==> src/rtl/mem_port_pkg.sv <==
// Shared types and defaults for the MDR/MAR memory port.
package mem_port_pkg;

    localparam int DEF_DATA_W  = 32;
    localparam int DEF_ADDR_W  = 9;
    localparam int DEF_TIMEOUT = 15;

    typedef enum logic [1:0] {
        IDLE    = 2'd0,
        RD_WAIT = 2'd1,
        WR_WAIT = 2'd2,
        FIN     = 2'd3
    } state_e;

    // True while a memory request is outstanding.
    function automatic logic is_wait(input state_e s);
        return (s == RD_WAIT) || (s == WR_WAIT);
    endfunction

endpackage

==> src/rtl/reg_en.sv <==
// Load-enable register with asynchronous active-high clear.
module reg_en #(
    parameter int W = 32
) (
    input  logic         clk,
    input  logic         clr,
    input  logic         en,
    input  logic [W-1:0] d,
    output logic [W-1:0] q
);

    // Hold value, replace with d when enabled.
    always_ff @(posedge clk or posedge clr) begin
        if (clr) begin
            q <= '0;
        end else if (en) begin
            q <= d;
        end else begin
            q <= q;
        end
    end

endmodule

==> src/rtl/mdr_mem_port.sv <==
// MAR/MDR stage: bus loads into MAR and MDR, and single-word memory
// read/write transactions with a req/ready handshake and a wait timeout.
module mdr_mem_port
    import mem_port_pkg::*;
#(
    parameter int DATA_W  = DEF_DATA_W,
    parameter int ADDR_W  = DEF_ADDR_W,
    parameter int TIMEOUT = DEF_TIMEOUT
) (
    input  logic              clk,
    input  logic              clr,
    input  logic [DATA_W-1:0] BusMuxOut,
    input  logic              MARin,
    input  logic              MDRin,
    input  logic              Read,
    input  logic              Write,
    input  logic [DATA_W-1:0] mem_rdata,
    input  logic              mem_ready,
    output logic              mem_req,
    output logic              mem_we,
    output logic [ADDR_W-1:0] mem_addr,
    output logic [DATA_W-1:0] mem_wdata,
    output logic [DATA_W-1:0] MDR_q,
    output logic              busy,
    output logic              done,
    output logic              err
);

    localparam int CNT_W = (TIMEOUT < 2) ? 1 : $clog2(TIMEOUT);
    localparam logic [CNT_W-1:0] CNT_LAST = CNT_W'(TIMEOUT - 1);

    state_e            state_r, state_nxt_s;
    logic [CNT_W-1:0]  cnt_r, cnt_nxt_s;
    logic              err_nxt_s;
    logic              mar_en_s;
    logic              mdr_ld_bus_s;
    logic              mdr_ld_mem_s;
    logic [DATA_W-1:0] mdr_r;
    logic [ADDR_W-1:0] mar_r;
    logic              mem_req_r, mem_we_r, busy_r, done_r, err_r;

    // MAR keeps only the addressable bits; upper bus bits never reach memory.
    reg_en #(.W(ADDR_W)) u_mar (
        .clk (clk),
        .clr (clr),
        .en  (mar_en_s),
        .d   (BusMuxOut[ADDR_W-1:0]),
        .q   (mar_r)
    );

    // Next-state, timeout counter and register-load decode.
    always_comb begin
        state_nxt_s  = state_r;
        cnt_nxt_s    = cnt_r;
        err_nxt_s    = 1'b0;
        mar_en_s     = 1'b0;
        mdr_ld_bus_s = 1'b0;
        mdr_ld_mem_s = 1'b0;
        case (state_r)
            IDLE: begin
                mar_en_s     = MARin;
                mdr_ld_bus_s = MDRin & ~Read;
                cnt_nxt_s    = '0;
                if (MDRin & Read & Write) begin
                    err_nxt_s = 1'b1;
                end else if (MDRin & Read) begin
                    state_nxt_s = RD_WAIT;
                end else if (Write) begin
                    state_nxt_s = WR_WAIT;
                end else begin
                    state_nxt_s = IDLE;
                end
            end
            RD_WAIT, WR_WAIT: begin
                if (mem_ready) begin
                    state_nxt_s  = FIN;
                    cnt_nxt_s    = '0;
                    mdr_ld_mem_s = (state_r == RD_WAIT);
                end else if (cnt_r == CNT_LAST) begin
                    state_nxt_s = IDLE;
                    cnt_nxt_s   = '0;
                    err_nxt_s   = 1'b1;
                end else begin
                    cnt_nxt_s = cnt_r + CNT_W'(1);
                end
            end
            FIN: begin
                state_nxt_s = IDLE;
                cnt_nxt_s   = '0;
            end
            default: begin
                state_nxt_s = IDLE;
                cnt_nxt_s   = '0;
            end
        endcase
    end

    // State, counter and registered status outputs derived from next state.
    always_ff @(posedge clk or posedge clr) begin
        if (clr) begin
            state_r   <= IDLE;
            cnt_r     <= '0;
            mem_req_r <= 1'b0;
            mem_we_r  <= 1'b0;
            busy_r    <= 1'b0;
            done_r    <= 1'b0;
            err_r     <= 1'b0;
        end else begin
            state_r   <= state_nxt_s;
            cnt_r     <= cnt_nxt_s;
            mem_req_r <= is_wait(state_nxt_s);
            mem_we_r  <= (state_nxt_s == WR_WAIT);
            busy_r    <= (state_nxt_s != IDLE);
            done_r    <= (state_nxt_s == FIN);
            err_r     <= err_nxt_s;
        end
    end

    // MDR: memory read data wins over a bus load (they never coincide).
    always_ff @(posedge clk or posedge clr) begin
        if (clr) begin
            mdr_r <= '0;
        end else if (mdr_ld_mem_s) begin
            mdr_r <= mem_rdata;
        end else if (mdr_ld_bus_s) begin
            mdr_r <= BusMuxOut;
        end else begin
            mdr_r <= mdr_r;
        end
    end

    assign mem_req   = mem_req_r;
    assign mem_we    = mem_we_r;
    assign mem_addr  = mar_r;
    assign mem_wdata = mdr_r;
    assign MDR_q     = mdr_r;
    assign busy      = busy_r;
    assign done      = done_r;
    assign err       = err_r;

endmodule

==> config.mk <==
export PLATFORM = sky130hd
export DESIGN_NAME = mdr_mem_port
export DESIGN_NICKNAME = d
export VERILOG_FILES = /design/src/rtl/mem_port_pkg.sv /design/src/rtl/reg_en.sv /design/src/rtl/mdr_mem_port.sv
export SDC_FILE = /design/constraint.sdc
export NUM_CORES = 1
export LEC_CHECK = 0
export BUFFER_PORTS_ARGS = -buffer_cell sky130_fd_sc_hd__clkbuf_2
export CORE_MARGIN = 4
export CORE_UTILIZATION = 43
export CTS_BUF_LIST = sky130_fd_sc_hd__clkbuf_8
export CTS_CLUSTER_SIZE = 8
export DETAILED_ROUTE_END_ITERATION = 8
export PLACE_DENSITY = 0.85
export SKIP_LAST_GASP = 1
export SYNTH_ARGS = -nofsm -noshare
export SYNTH_HDL_FRONTEND = slang
export SYNTH_SLANG_ARGS = --single-unit
==> constraint.sdc <==
create_clock -name clk -period 1.55 [get_ports clk]
set_clock_uncertainty 0.05 [all_clocks]
set_input_delay 0.155 -clock clk [delete_from_list [all_inputs] [get_ports clk]]
set_output_delay 0.155 -clock clk [all_outputs]
set_load 0.01 [all_outputs]
**Yosys cells after proc, flatten, opt, wreduce, memory -nomap -nowiden**

Cells that the tools add are included.

- Bits in registers: 52
- Bits in latches: 0
- Bits in writable memories: 0
- ROM bits: 0
- Input port bits: 71
- Output and inout bits: 78
- Word-level logic and storage cells: 46
- Memories kept: 0

- Add/subtract/negate cells: 1
- $mul: 0
- Div/mod/pow operators: 0
- Magnitude comparators: 0
- Eq/ne operators: 7
- Shift operators: 0
- Multiplexer cells: 19
- Bitwise gates (word level): 4
- Reductions and logical operators: 6

Operators with widths:

| operator | number |
|---|---|
| 32-bit two-way mux | 2 |
| 2-bit two-way mux | 5 |
| 2-bit == test, second input constant | 4 |
| 4-bit two-way mux | 2 |
| 4-bit one-hot mux with 2 select lines | 1 |
| 1-bit two-way mux | 7 |
| 2-bit one-hot mux with 3 select lines | 1 |
| 4-bit by 1-bit adder with 4-bit output, second input constant | 1 |
| 2-bit by 1-bit == test with 1-bit output, second input constant | 2 |
| 4-bit == test, second input constant | 1 |
| 2-bit nonzero test | 2 |
| 2-bit OR reduction | 2 |
| 1-bit bitwise AND | 3 |
| 2-bit zero test | 1 |
| 1-bit one-hot mux with 2 select lines | 1 |
| 1-bit logical OR | 1 |
| 1-bit NOT | 1 |

**Longest topological paths before layout**

- Depth in word-level cells: 6
- Gate-level depth with buffers: 7
- Gate-level depth less buffers: 7

**Hierarchy**

Synthesis repeated with hierarchy kept, for this count alone.

- Cells, all modules: 209
- Area, all modules: 3004.1 um2

Modules (own cells, without submodules):

| module | instances | cells an instance | area an instance (um2) | seq. area each (um2) |
|---|---|---|---|---|
| mdr_mem_port | 1 | 189 | 2628.8 | 1076.0 |
| reg_en | 1 | 20 | 375.4 | 225.2 |

**Worst setup path after synthesis**

Ideal clock, no wire load.

- Path type: reg2reg
- Start point: register state_r[0]
- End point: register mem_req_r, in the netlist mem_req
- Setup time: 0.113 ns
- Arrival: 1.565 ns
- Data required time: 1.387 ns
- Slack: -0.177 ns
- Cell stages (with the launch flop): 8
- Buffers on the path: 0
- Period minus slack after synthesis: 1.727 ns
- Path through: dfrtp_1 -> inv_1 -> ha_1 -> nand2b_1 -> o21ai_0 -> a211o_1 -> ha_1 -> inv_1

- Longest elaborated chain between the ends: 5
- Elaborated cells between the ends (all ways): 12
- Those cells by class: eq/ne (5); mux (4); reduce/logical (3)

Ends and longest elaborated chain:

| element | RTL line | text |
|---|---|---|
| from (decl) | mdr_mem_port.sv:32 | `state_e state_r, state_nxt_s;` |
| from (signal assigned) | mdr_mem_port.sv:109 | `state_r <= state_nxt_s;` |
| 2-bit by 1-bit == test with 1-bit output (tied with other cells) | mdr_mem_port.sv:59 | `case (state_r)` |
| 2-bit OR reduction / 2-bit two-way mux (equally long branches) | mdr_mem_port.sv:59, mdr_mem_port.sv:75 |  |
| 2-bit one-hot mux with 3 select lines * | mdr_mem_port.sv:59 |  |
| 2-bit by 1-bit == test with 1-bit output / 2-bit == test (equally long branches) | mem_port_pkg.sv:17 | `return (s == RD_WAIT) \|\| (s == WR_WAIT);` |
| 1-bit logical OR * | mem_port_pkg.sv:17 |  |
| to (signal assigned) | mdr_mem_port.sv:111 | `mem_req_r <= is_wait(state_nxt_s);` |
| to (decl) | mdr_mem_port.sv:40 | `logic mem_req_r, mem_we_r, busy_r, done_r, err_r;` |

Every way passes the cells marked *; elsewhere a longest branch is shown, timed or not.
A chain may end at the register's enable or synchronous reset.

**Final worst setup path**

- Start point: register state_r[0]
- End point: register mdr_r[18], in the netlist MDR_q[18]

- Longest elaborated chain between the ends: 4
- Elaborated cells between the ends (all ways): 9
- Those cells by class: eq/ne (2); mux (4); reduce/logical (3)

Ends and longest elaborated chain:

| element | RTL line | text |
|---|---|---|
| 2-bit by 1-bit == test with 1-bit output / 2-bit == test (equally long branches) | mdr_mem_port.sv:59, mdr_mem_port.sv:78 |  |
| 1-bit two-way mux / 2-bit OR reduction (equally long branches) | mdr_mem_port.sv:75, mdr_mem_port.sv:59 |  |
| 1-bit two-way mux | mdr_mem_port.sv:59 |  |
| 32-bit two-way mux / 2-bit nonzero test (equally long branches) | n/a |  |
| to (signal assigned) | mdr_mem_port.sv:124 | `mdr_r <= mem_rdata;` |
| to (signal assigned) | mdr_mem_port.sv:126 | `mdr_r <= BusMuxOut;` |
| to (signal assigned) | mdr_mem_port.sv:128 | `mdr_r <= mdr_r;` |
| to (decl) | mdr_mem_port.sv:38 | `logic [DATA_W-1:0] mdr_r;` |

Several ways; a longest one is shown, not always the timed one.

==> key figures <==
Run status
  • Outcome: finished, violations left
  • Failing checks: negative setup slack

Floorplanning
  • Die span in y: 91.0 um
  • Initial Util: 43.9%
  • Core Box Area: 0.00676 mm2
  • Die Wd: 91.0 um
  • DIE AREA: 0.00829 mm2
  • Top-level port count: 149
  • Num rows: 30

Yosys
  • Async set-reset flop share out of synthesis: 100%
  • Synth top cells by count: mux2_4 (60), dfrtp_1 (52), buf_4 (32)
  • Post-Syn Area: 0.00297 mm2
  • Mean Syn Cell Area: 14.3 um2
  • Synth area leader: dfrtp_1
  • Synth warn: 0
  • Synth unique cells: 22
  • Share of the synthesized area in the top cell type: 43.9%
  • Number of synthesized flops with an enable pin: 0
  • Syn_nets: 286
  • Count leader, synth: mux2_4
  • Synth Instances: 207
  • FF+latch count, synth: 52
  • Largest cells by area after synthesis: dfrtp_1 (44%), mux2_4 (30%), buf_4 (8.1%)
  • Seq/Total Area, Yosys: 43.9%
  • Top_reg_cell synth: dfrtp_1

Critical path
  • Worst setup startpoint: state_r[0]$_DFF_PP0_
  • Crit Path Max Fanout: 7
  • CP arrival: 1.81 ns
  • CP Data Required Time: 1.68 ns
  • WS Path Type: reg -> reg
  • Worst R2R End: MDR_q[18]$_DFFE_PP0P_
  • Buffers plus inverters on the worst setup path: 3
  • Worst R2R Path Depth: 7
  • Crit end category: flop
  • Reg-to-Reg Start: state_r[0]$_DFF_PP0_
  • Slowest stage delay, CP: 0.44 ns
  • R2R Setup Slk: -0.13 ns
  • Worst setup SP type: flop
  • Crit path capture: MDR_q[18]$_DFFE_PP0P_
  • Slowest cell on crit path: dfrtp_2
  • CP delay by family, top: flip-flops
  • Critical path cell sequence: inv_2 > ha_4 > nand2_4 > o21ai_4 > buf_6 > buf_12 > mux2_4
  • WP depth: 7

Clock network
  • TritonCTS clock tree: yes
  • CTS Root Cell: clkbuf_8
  • CTS Buf Count: 5
  • CTS clk-pin slew, worst paths: 0.10 ns
  • Deepest clock path buffer count: 2
  • H-tree Lvls: 2
  • Clk sinks: 52
  • Clock Latency Late Sink: 0.30 ns

Hold path
  • Hold Path Class: in -> reg
  • Worst hold path depth: 2

Flow run
  • Max-cap violations: 0

Power and ir drop
  • Internal power: 5.18 mW
  • Clock group share of total power: 11.2%
  • Sequential power share: 31.0%
  • VDD IR max: 1.07 mV
  • Pleak: 2.29 nW
  • Logic pwr share: 57.8%
  • Sw power: 2.92 mW
  • PwrDens: 1960 mW/mm2
  • Sw frac: 36.1%

Place
  • Cell count after placement: 414
  • DP Wirelength: 5170 um
  • RePlAce Congestion: 0.889
  • Number of I/O port buffers: 148

STA
  • Least-Margin Pin Slew: 0.280 ns
  • RSZ-0062 raised after global routing: true
  • Final hold violation count: 0
  • Final worst setup slack: -0.128 ns
  • Final setup violation count: 44
  • Max frequency: 596 MHz
  • Ratio of final minimum period to clock period: 108%
  • Final Max Slew Viols: 0
  • WHS: 0.0439 ns
  • Tmin final: 1.68 ns
  • Max-slew headroom: 81.3%

Cells and area
  • Share of cells above drive strength 1: 78.4%
  • Area delta synth->final: 39.2%
  • Core Util, Final: 61.1%
  • NumNets Final: 430
  • Finished Layout Cells: 432
  • # fillers: 538
  • N_diodes: 0

Global route
  • Total track usage: 16.6%
  • Largest net degree at the start of global routing: 53
  • First-pass GRT wire length: 11100 um
  • Number of global-route vias before repair: 2323
  • Grt ovf: 0
  • Antenna violations before repair: 0

Route
  • Final WL: 7070 um
  • DRT iter0 DRCs: 54
  • Remaining DRCs: 0
  • Antenna-violating nets left: 0
  • Via density: 4.76
  • Via Count: 2055
  • WL/cell: 16.4 um
  • 1st-pass router iterations: 4
==> power groups by stage <==
stage | Combinational, mW | Sequential (mW) | Clock, mW
5_1_grt | 4.99 | 2.60 | 1.02
6_report | 4.69 | 2.51 | 0.906
4_1_cts | 4.58 | 2.50 | 0.948
3_3_place_gp | 3.98 | 2.48 | 0
2_1_floorplan | 2.71 | 2.75 | 0
3_5_place_dp | 4.10 | 2.51 | 0
==> cell families (layout without fill, tap and decap cells) <==
kind of cell	count (synthesis)	in the layout	share of synthesized area, %
xor gates and xnor gates	2	2	0.591
and+or+nand+nor	17	17	2.95
DFF	52	52	43.9
AOI/OAI and AO/OA	10	10	2.62
buffers and inverters	45	190	11.3
adders and majority gates	8	8	3.38
muxes	73	73	35.3
==> how the worst min path moves through the flow <==
stage	startpoint	end	slack, ns
6_report	BusMuxOut[4]	u_mar.q[4]$_DFFE_PP0P_	0.04
4_1_cts	BusMuxOut[4]	u_mar.q[4]$_DFFE_PP0P_	0.03
3_5_place_dp	clr	MDR_q[15]$_DFFE_PP0P_	0.16
5_1_grt	BusMuxOut[4]	u_mar.q[4]$_DFFE_PP0P_	0.03
2_1_floorplan	Read	err$_DFF_PP0_	0.25
3_3_place_gp	clr	MDR_q[17]$_DFFE_PP0P_	0.16
==> layout by cell type, fill, tap and decap left out, types with 3 or more instances in the layout <==
master	Yosys	layout
clkbuf_8	0	5
a211o_1	3	3
inv_2	0	3
mux2_2	13	3
ha_1	8	4
buf_16	0	3
buf_12	0	7
buf_4	32	11
nor2_1	6	6
inv_1	7	5
buf_6	6	4
mux2_4	60	70
clkbuf_2	0	148
dfrtp_1	52	51
==> repair_timing <==
| item | 4_1_cts | 5_1_grt |
|---|---|---|
| setup endpoints to repair | 37 | 46 |
| pin swaps | 7 | 8 |
| hold endpoints to repair | 52 | 0 |
| hold buffers | 1 | 0 |
| setup buffers | 6 | 0 |
| gates cloned | 3 | 1 |
| resized for setup | 18 | 15 |
==> flip-flops by register name, indices dropped and copies added, names as in the netlist <==
name,count
mem_req,1
state_r,2
err,1
u_mar.q,9
busy,1
cnt_r,4
MDR_q,32
done,1
mem_we,1
==> per-layer routing <==
layer | up-vias | part of all wire, % | track usage, %
met5 | - | 0 | 0
met4 | 0 | 0.92 | 4.65
met3 | 6 | 5.8 | 3.73
met2 | 78 | 55 | 32.1
met1 | 999 | 39 | 17.9
li1 | 972 | - | -
==> metrics by stage <==
stage                     setup WS (ns)  power [mW]  setup TNS, ns  cell area (um2)
after floorplan                 -0.0639        5.46          -1.38             3010
after global placement          -0.0929        6.46          -2.02             3750
after detailed placement         -0.149        6.61          -3.18             3750
after CTS                        -0.124        8.02          -4.22             4070
after global routing             -0.193        8.60          -6.38             4130
final                            -0.128        8.11          -3.70             4130
==> area by class of cell <==
type,count,area (um2),share of cell area (%)
repair buffers,175,1130,27.3
clock inverters,3,38.8,0.940
clock buffers,5,68.8,1.67
flip-flops and latches,52,1300,31.6
multi-input cells,110,1470,35.5
inverters,7,26.3,0.637
well taps,80,100,2.42
No activity file was read; power rests on OpenSTA's default activity.
